### config.mk
export PLATFORM = sky130hd
export DESIGN_NAME = tx_state_ctrl
export DESIGN_NICKNAME = d
export VERILOG_FILES = /design/src/rtl/tx_state_ctrl.sv
export SDC_FILE = /design/constraint.sdc
export NUM_CORES = 1
export LEC_CHECK = 0
export CAP_MARGIN = 20
export CORE_AREA = 2 2 69 64
export DETAILED_ROUTE_END_ITERATION = 12
export DIE_AREA = 0 0 71 66
export GPL_ROUTABILITY_DRIVEN = 0
export PLACE_DENSITY_LB_ADDON = 0.1
export SYNTH_ARGS = -nofsm -noshare
export SYNTH_HDL_FRONTEND = slang
export SYNTH_SLANG_ARGS = --single-unit
### constraint.sdc
create_clock -name clk -period 2.2 [get_ports clk]
set_input_delay 0.33 -clock clk [delete_from_list [all_inputs] [get_ports clk]]
set_output_delay 0.33 -clock clk [all_outputs]
set_load 0.005 [all_outputs]
### src/rtl/tx_state_ctrl.sv
// Transmit-side state controller: sequences RESET -> INIT -> IDLE/ACTIVE,
// captures threshold configuration in INIT, watches per-channel FIFO flags and
// latches error information until software acknowledges it.
module tx_state_ctrl #(
    parameter int unsigned NCH     = 5,
    parameter int unsigned UW      = 4,
    parameter int unsigned IDLE_TO = 8
) (
    input  logic           clk,
    input  logic           reset,
    input  logic           init,
    input  logic [UW-1:0]  cfg_umbral_mf,
    input  logic [UW-1:0]  cfg_umbral_vc,
    input  logic [UW-1:0]  cfg_umbral_d,
    input  logic [NCH-1:0] fifo_empty,
    input  logic [NCH-1:0] fifo_error,
    input  logic           err_clear,
    output logic [2:0]     state,
    output logic           idle_out,
    output logic           active_out,
    output logic           error_out,
    output logic [UW-1:0]  umbral_mf_out,
    output logic [UW-1:0]  umbral_vc_out,
    output logic [UW-1:0]  umbral_d_out,
    output logic [NCH-1:0] err_chan,
    output logic [7:0]     err_cnt
);

    typedef enum logic [2:0] {
        StReset  = 3'd0,
        StInit   = 3'd1,
        StIdle   = 3'd2,
        StActive = 3'd3,
        StError  = 3'd4
    } state_e;

    localparam logic [7:0] IdleLast = 8'(IDLE_TO - 1);

    state_e         state_q, state_d;
    logic           idle_q, idle_d;
    logic           active_q, active_d;
    logic           error_q, error_d;
    logic [UW-1:0]  mf_q, mf_d;
    logic [UW-1:0]  vc_q, vc_d;
    logic [UW-1:0]  d_q, d_d;
    logic [NCH-1:0] err_chan_q, err_chan_d;
    logic [7:0]     err_cnt_q, err_cnt_d;
    logic [7:0]     idle_cnt_q, idle_cnt_d;

    logic any_err;
    logic all_empty;
    logic [7:0] err_cnt_inc;

    assign any_err     = |fifo_error;
    assign all_empty   = &fifo_empty;
    assign err_cnt_inc = (err_cnt_q == 8'hFF) ? err_cnt_q : err_cnt_q + 8'd1;

    // Next-state, capture and counter logic; flags are derived from the next state
    // so they register alongside it.
    always_comb begin
        state_d    = state_q;
        mf_d       = mf_q;
        vc_d       = vc_q;
        d_d        = d_q;
        err_chan_d = err_chan_q;
        err_cnt_d  = err_cnt_q;
        idle_cnt_d = idle_cnt_q;

        unique case (state_q)
            StReset: begin
                state_d = StInit;
            end
            StInit: begin
                if (init) begin
                    state_d = StIdle;
                end else begin
                    mf_d = cfg_umbral_mf;
                    vc_d = cfg_umbral_vc;
                    d_d  = cfg_umbral_d;
                end
            end
            StIdle: begin
                if (any_err) begin
                    state_d    = StError;
                    err_chan_d = err_chan_q | fifo_error;
                    err_cnt_d  = err_cnt_inc;
                end else if (!all_empty) begin
                    state_d    = StActive;
                    idle_cnt_d = 8'd0;
                end
            end
            StActive: begin
                if (any_err) begin
                    state_d    = StError;
                    err_chan_d = err_chan_q | fifo_error;
                    err_cnt_d  = err_cnt_inc;
                end else if (!all_empty) begin
                    idle_cnt_d = 8'd0;
                end else if (idle_cnt_q == IdleLast) begin
                    // This is the IDLE_TO-th consecutive all-empty cycle.
                    state_d    = StIdle;
                    idle_cnt_d = 8'd0;
                end else begin
                    idle_cnt_d = idle_cnt_q + 8'd1;
                end
            end
            StError: begin
                // Acknowledge wins over errors arriving in the same cycle.
                if (err_clear) begin
                    state_d    = StInit;
                    err_chan_d = '0;
                end else begin
                    err_chan_d = err_chan_q | fifo_error;
                end
            end
            default: begin
                state_d = StReset;
            end
        endcase

        idle_d   = (state_d == StIdle);
        active_d = (state_d == StActive);
        error_d  = (state_d == StError);
    end

    // State and output registers with synchronous active-low reset.
    always_ff @(posedge clk) begin
        if (!reset) begin
            state_q    <= StReset;
            idle_q     <= 1'b0;
            active_q   <= 1'b0;
            error_q    <= 1'b0;
            mf_q       <= '0;
            vc_q       <= '0;
            d_q        <= '0;
            err_chan_q <= '0;
            err_cnt_q  <= 8'd0;
            idle_cnt_q <= 8'd0;
        end else begin
            state_q    <= state_d;
            idle_q     <= idle_d;
            active_q   <= active_d;
            error_q    <= error_d;
            mf_q       <= mf_d;
            vc_q       <= vc_d;
            d_q        <= d_d;
            err_chan_q <= err_chan_d;
            err_cnt_q  <= err_cnt_d;
            idle_cnt_q <= idle_cnt_d;
        end
    end

    assign state         = state_q;
    assign idle_out      = idle_q;
    assign active_out    = active_q;
    assign error_out     = error_q;
    assign umbral_mf_out = mf_q;
    assign umbral_vc_out = vc_q;
    assign umbral_d_out  = d_q;
    assign err_chan      = err_chan_q;
    assign err_cnt       = err_cnt_q;

endmodule

# Word-level counts from Yosys, hierarchy flattened
# Cells that the tools add are included.
totals:
  reg_bits: 39
  inputBits: 26
  output_inout_bits: 31
  wordCells: 55
op_classes:
  addsub: 2
  n_eq_ne: 13
  mux: 17
  bitwise_logic: 3
  reduce_logical: 10
ops:
  columns: ["op", "count"]
  rows:
  - ["$mux 8", 5]
  - ["$mux 3", 7]
  - ["$add 8x1->8 const B", 2]
  - ["$pmux 8 s2", 1]
  - ["$pmux 3 s5", 1]
  - ["$eq 3x2->1 const B", 4]
  - ["$mux 5", 2]
  - ["$pmux 5 s2", 1]
  - ["$eq 8x3->1 const B", 1]
  - ["$eq 8x8->1 const B", 1]
  - ["$eq 3x3->1 const B", 2]
  - ["$ne 2x2->1 const B", 3]
  - ["$or 5x5->5", 1]
  - ["$reduce_and 5->1", 1]
  - ["$reduce_or 5->1", 1]
  - ["$reduce_and 2->1", 2]
  - ["$reduce_and 4->1", 1]
  - ["$reduce_bool 2->1", 2]
  - ["$eq 3x1->1 const B", 1]
  - ["$logic_not 3->1", 1]
  - ["$reduce_and 3->1", 1]
  - ["$ne 2x1->1 const B", 1]
  - ["$not 1->1", 2]
  - ["$reduce_or 2->1", 1]

# Depth between registers and ports, before layout
depth:
  ltp_word: 6
  depth_mapped: 6
  depth_no_buf: 6

# Worst setup path after synthesis
# Ideal clock, no wire load.
synth_timing:
  kind: "input-to-reg"
  start: "in fifo_error[3]"
  end: "reg idle_cnt_q[3]"
  setup_time_ps: 74
  t_arrival_ps: 1614
  required_time_ps: 2126
  slack_ps: 511
  path_stages: 5
  n_path_buf: 0
  cell_sequence: "nor3_4 > nor4b_4 > o21ai_2 > or4_1 > a31oi_1"
synth_via:
  elab_chain_len: 3
  elab_cells_between_ends: 4
  classes_between: "eq/ne: 2; reduce/logical: 2"
synth_lines:
  columns: ["item", "line", "source"]
  rows:
  - ["start: declaration", "16", "input logic [NCH-1:0] fifo_error,"]
  - ["$reduce_or 5->1 (*)", "54", "assign any_err = |fifo_error;"]
  - ["$ne 2x2->1 (no line)", null, null]
  - ["$reduce_and 4->1 (no line) (*)", null, null]
  - ["end signal: assignment", "149", "idle_cnt_q <= idle_cnt_d;"]
  - ["end: declaration", "48", "logic [7:0] idle_cnt_q, idle_cnt_d;"]
# Mark *: on every way between the ends. The rest lies on a longest branch, timed or not.
# A chain may end at the register's enable or synchronous reset.

# Worst setup path after layout
layout_timing:
  start: "reg idle_cnt_q[3]"
  end: "reg idle_cnt_q[7]"
layout_via:
  elab_chain_len: 5
  elab_cells_between_ends: 6
  classes_between: "add/sub: 1; eq/ne: 1; mux: 4"
layout_lines:
  columns: ["item", "line", "source"]
  rows:
  - ["$add 8x1->8 or $eq 8x3->1 (tied branches)", "104, 99", null]
  - ["$mux 8 (*)", "99", "end else if (idle_cnt_q == IdleLast) begin"]
  - ["$mux 8 (*)", "97", "end else if (!all_empty) begin"]
  - ["$mux 8 (*)", "93", "if (any_err) begin"]
  - ["$pmux 8 s2 (*)", "69", "unique case (state_q)"]
# Mark *: on every way between the ends. The rest lies on a longest branch, timed or not. The select of a mux whose other input is x is not followed.

==> run_results.csv <==
group,metric,value,unit
run_status,status,"completed",
run,maxCapViolations,0,
power,ir_worst_vdd,266,uV
hold_path,min_from,"umbral_d_out[1]",
setup_path,crit_fanout,7,
power,p_per_area,561,mW/mm2
timing,slew_viol_final,0,
global_route,overflow,0,
timing,timing.fmax,0.508,GHz
global_route,antenna_found_initial,0,
global_route,track_usage,19.7,%
timing,maxSlewHeadroom,69.1,%
synth,synth_fa_ha_area_share,1.44,%
setup_path,cp.arrival,2.15,ns
drt,routed_wl,4150,um
timing,fin_crit,1.97,ns
timing,hold_viol,0,
clock_tree,postCtsSetupBuffers,0,
clock_tree,holdBufCountCts,0,
timing,finalClockSkew,0.00541,ns
setup_path,critPathLaunchType,"flop",
timing,fin_hold_ws,0.454,ns
synth,ys_warn_count,0,
clock_tree,clk_pin_slew,0.07,ns
timing,rsz0062_at_grt,"false",
layout,final_common_cell,"clkdlybuf4s50_1",
layout,antennaDiodeCount,0,
clock_tree,ctsLongestPathBuffers,2,
power,p_total,0.00140,W
floorplan,dieArea,0.00469,mm2
timing,finalSetupViolCount,0,
drt,met1_length,2100,um
floorplan,rows,22,
synth,synth.cell_area,0.00174,mm2
setup_path,worstSetupEndpointType,"flop",
synth,synth_xor_xnor_area_share,1.51,%
synth,synth_edf_count,0,
drt,first_pass_iters,4,
drt,wl_met2,1800,um
clock_tree,cts_root_buf,"clkbuf_8",
clock_tree,cts_buffers,5,
synth,synth_nets,227,
synth,seq_area_frac_synth,44.9,%
synth,synth_area_leader_cell,"dfxtp_1",
hold_path,hold_class,"flop to flop",
synth,synth_area_leaders,"dfxtp_1 45%, nand2_1 8.0%, a21oi_1 5.2%, nand3_1 2.9%, a22o_1 2.0%",
global_route,grt_first_pass_wirelength,7340,um
layout,final_nets,294,
drt,first_iter_violations,80,
layout,syn_to_final_growth,43.7,%
drt,post-route-drc-count,0,
synth,synthArstFlopShare,0,%
synth,yosys_most_used_dff,"dfxtp_1",
placed_design,dp_slack,0.0513,ns
global_route,grt_max_degree,19,
setup_path,path_class,"flop to flop",
floorplan,ios,57,
floorplan,die_w,71,um
global_route,grt_pass1_vias,1517,
floorplan,start_util,43.5,%
synth,ys_types,49,
clock_tree,cts_tree,"built",
floorplan,die_y,66,um
timing,fin_crit_sh,89.5,%
clock_tree,cts_resized,0,
synth,synthCells,199,
drt,ant_nets,0,
timing,fin_setup_tns,0,ns
layout,utilization,62.6,%
clock_tree,ctsHtreeMaxLevel,2,
clock_tree,clock_latency,0.28,ns
synth,synth_top_area_share,44.9,%
synth,muxShareOfSynthArea,1.73,%
setup_path,cp-startpoint,"idle_cnt_q[3]",
timing,layout_setup_ws,0.231,ns
setup_path,r2r-start,"idle_cnt_q[3]",
synth,syn_avg_cell_area,8.73,um2
layout,drive_above_1_share,10.2,%
clock_tree,cts_sinks,39,
layout,final_cell_mix,"56 x clkdlybuf4s50_1, 39 x dfxtp_1, 37 x nand2_1",
placed_design,portBuffers,56,
drt,vias,1641,
placed_design,hpwl,3030,um
timing,worst_pin_slew,0.463,ns
power,leakage,0.896,nW
drt,routed_via_density,5.23,
synth,ys_seq_elements,39,
synth,synth_compound_area_share,18.1,%
setup_path,required,2.38,ns
drt,routed-wl-met3,221,um
synth,synth_top_family_by_area,"simple AND/OR/NAND/NOR gates",
floorplan,coreArea,0.00399,mm2
synth,synth-simple-area-share,29.9,%
drt,wl_per_cell,13.2,um
drt,top_layer,"met4",
-- cells by family after synthesis --
logic type                 Yosys count
DFF                                 39
buffers and inverters               10
muxes                                3
AOI/OAI and AO/OA                   47
and+or+nand+nor                     95
xor gates and xnor gates             3
adders and majority gates            2
-- layer usage --
| metal | vias up | track usage (%) |
|---|---|---|
| met5 | - | 0 |
| met4 | 0 | 4.95 |
| met3 | 5 | 4.73 |
| met2 | 40 | 31.1 |
| met1 | 740 | 27.2 |
| li1 | 856 | - |
-- registers in the layout, indices dropped and copies added (netlist names) --
signal,flops
err_cnt,8
idle_cnt_q,8
err_chan,5
umbral_d_out,4
umbral_mf_out,4
umbral_vc_out,4
state,3
active_out,1
error_out,1
idle_out,1
-- through the flow --
stage / cells / cell area [um2]
3_5_place_dp: 307 / 2410
3_3_place_gp: 307 / 2410
4_1_cts: 314 / 2500
2_1_floorplan: 199 / 1740
5_1_grt: 314 / 2500
6_report: 314 / 2500
-- Yosys cell counts (2+ instances only) --
cell      instances
a21boi_0          2
nand3_1          10
nor2b_1           2
o21ai_0           4
clkbuf_1          5
nor2_1            9
and2_1            2
a31oi_1           2
xnor2_1           3
nand2_1          37
mux2i_1           3
nor3_1            4
a211oi_1          2
a21oi_1          18
o21a_1            3
or3_1             4
ha_1              2
inv_1             3
and3_1            4
a22o_1            4
dfxtp_1          39
nand4_1           5
or4_1             3
nand2b_1          4
-- cell type report --
type	count	area (um2)
clock buffer	6	82.6
inverter	3	11.3
clock inverter	1	5.00
tap	48	60.1
fill	381	1490
timing repair buffer	67	643
multi-input combinational	150	915
sequential	39	781
-- worst paths after layout --
path                     endpoint  slack (ns)  cells past startpoint
setup / recovery    idle_cnt_q[7]        0.23                      6
hold / removal    umbral_d_out[1]        0.45                      2
setup reg to reg    idle_cnt_q[7]        0.23                      6
hold reg to reg   umbral_d_out[1]        0.45                      2
-- power breakdown --
| part | internal (W) | switching (W) |
|---|---|---|
| logic | 0.000107 | 0.0000762 |
| clock network | 0.000246 | 0.000231 |
| registers | 0.000728 | 0.0000137 |
-- critical path: stages, from the launching register on --
cell       delay, ns
dfxtp_1         0.37
or4_1           0.54
nor3_1          0.29
nand2b_1        0.27
buf_4           0.16
o2bb2ai_1       0.06
o21a_1          0.18
Note: power is estimated with default switching activity, not from simulation.
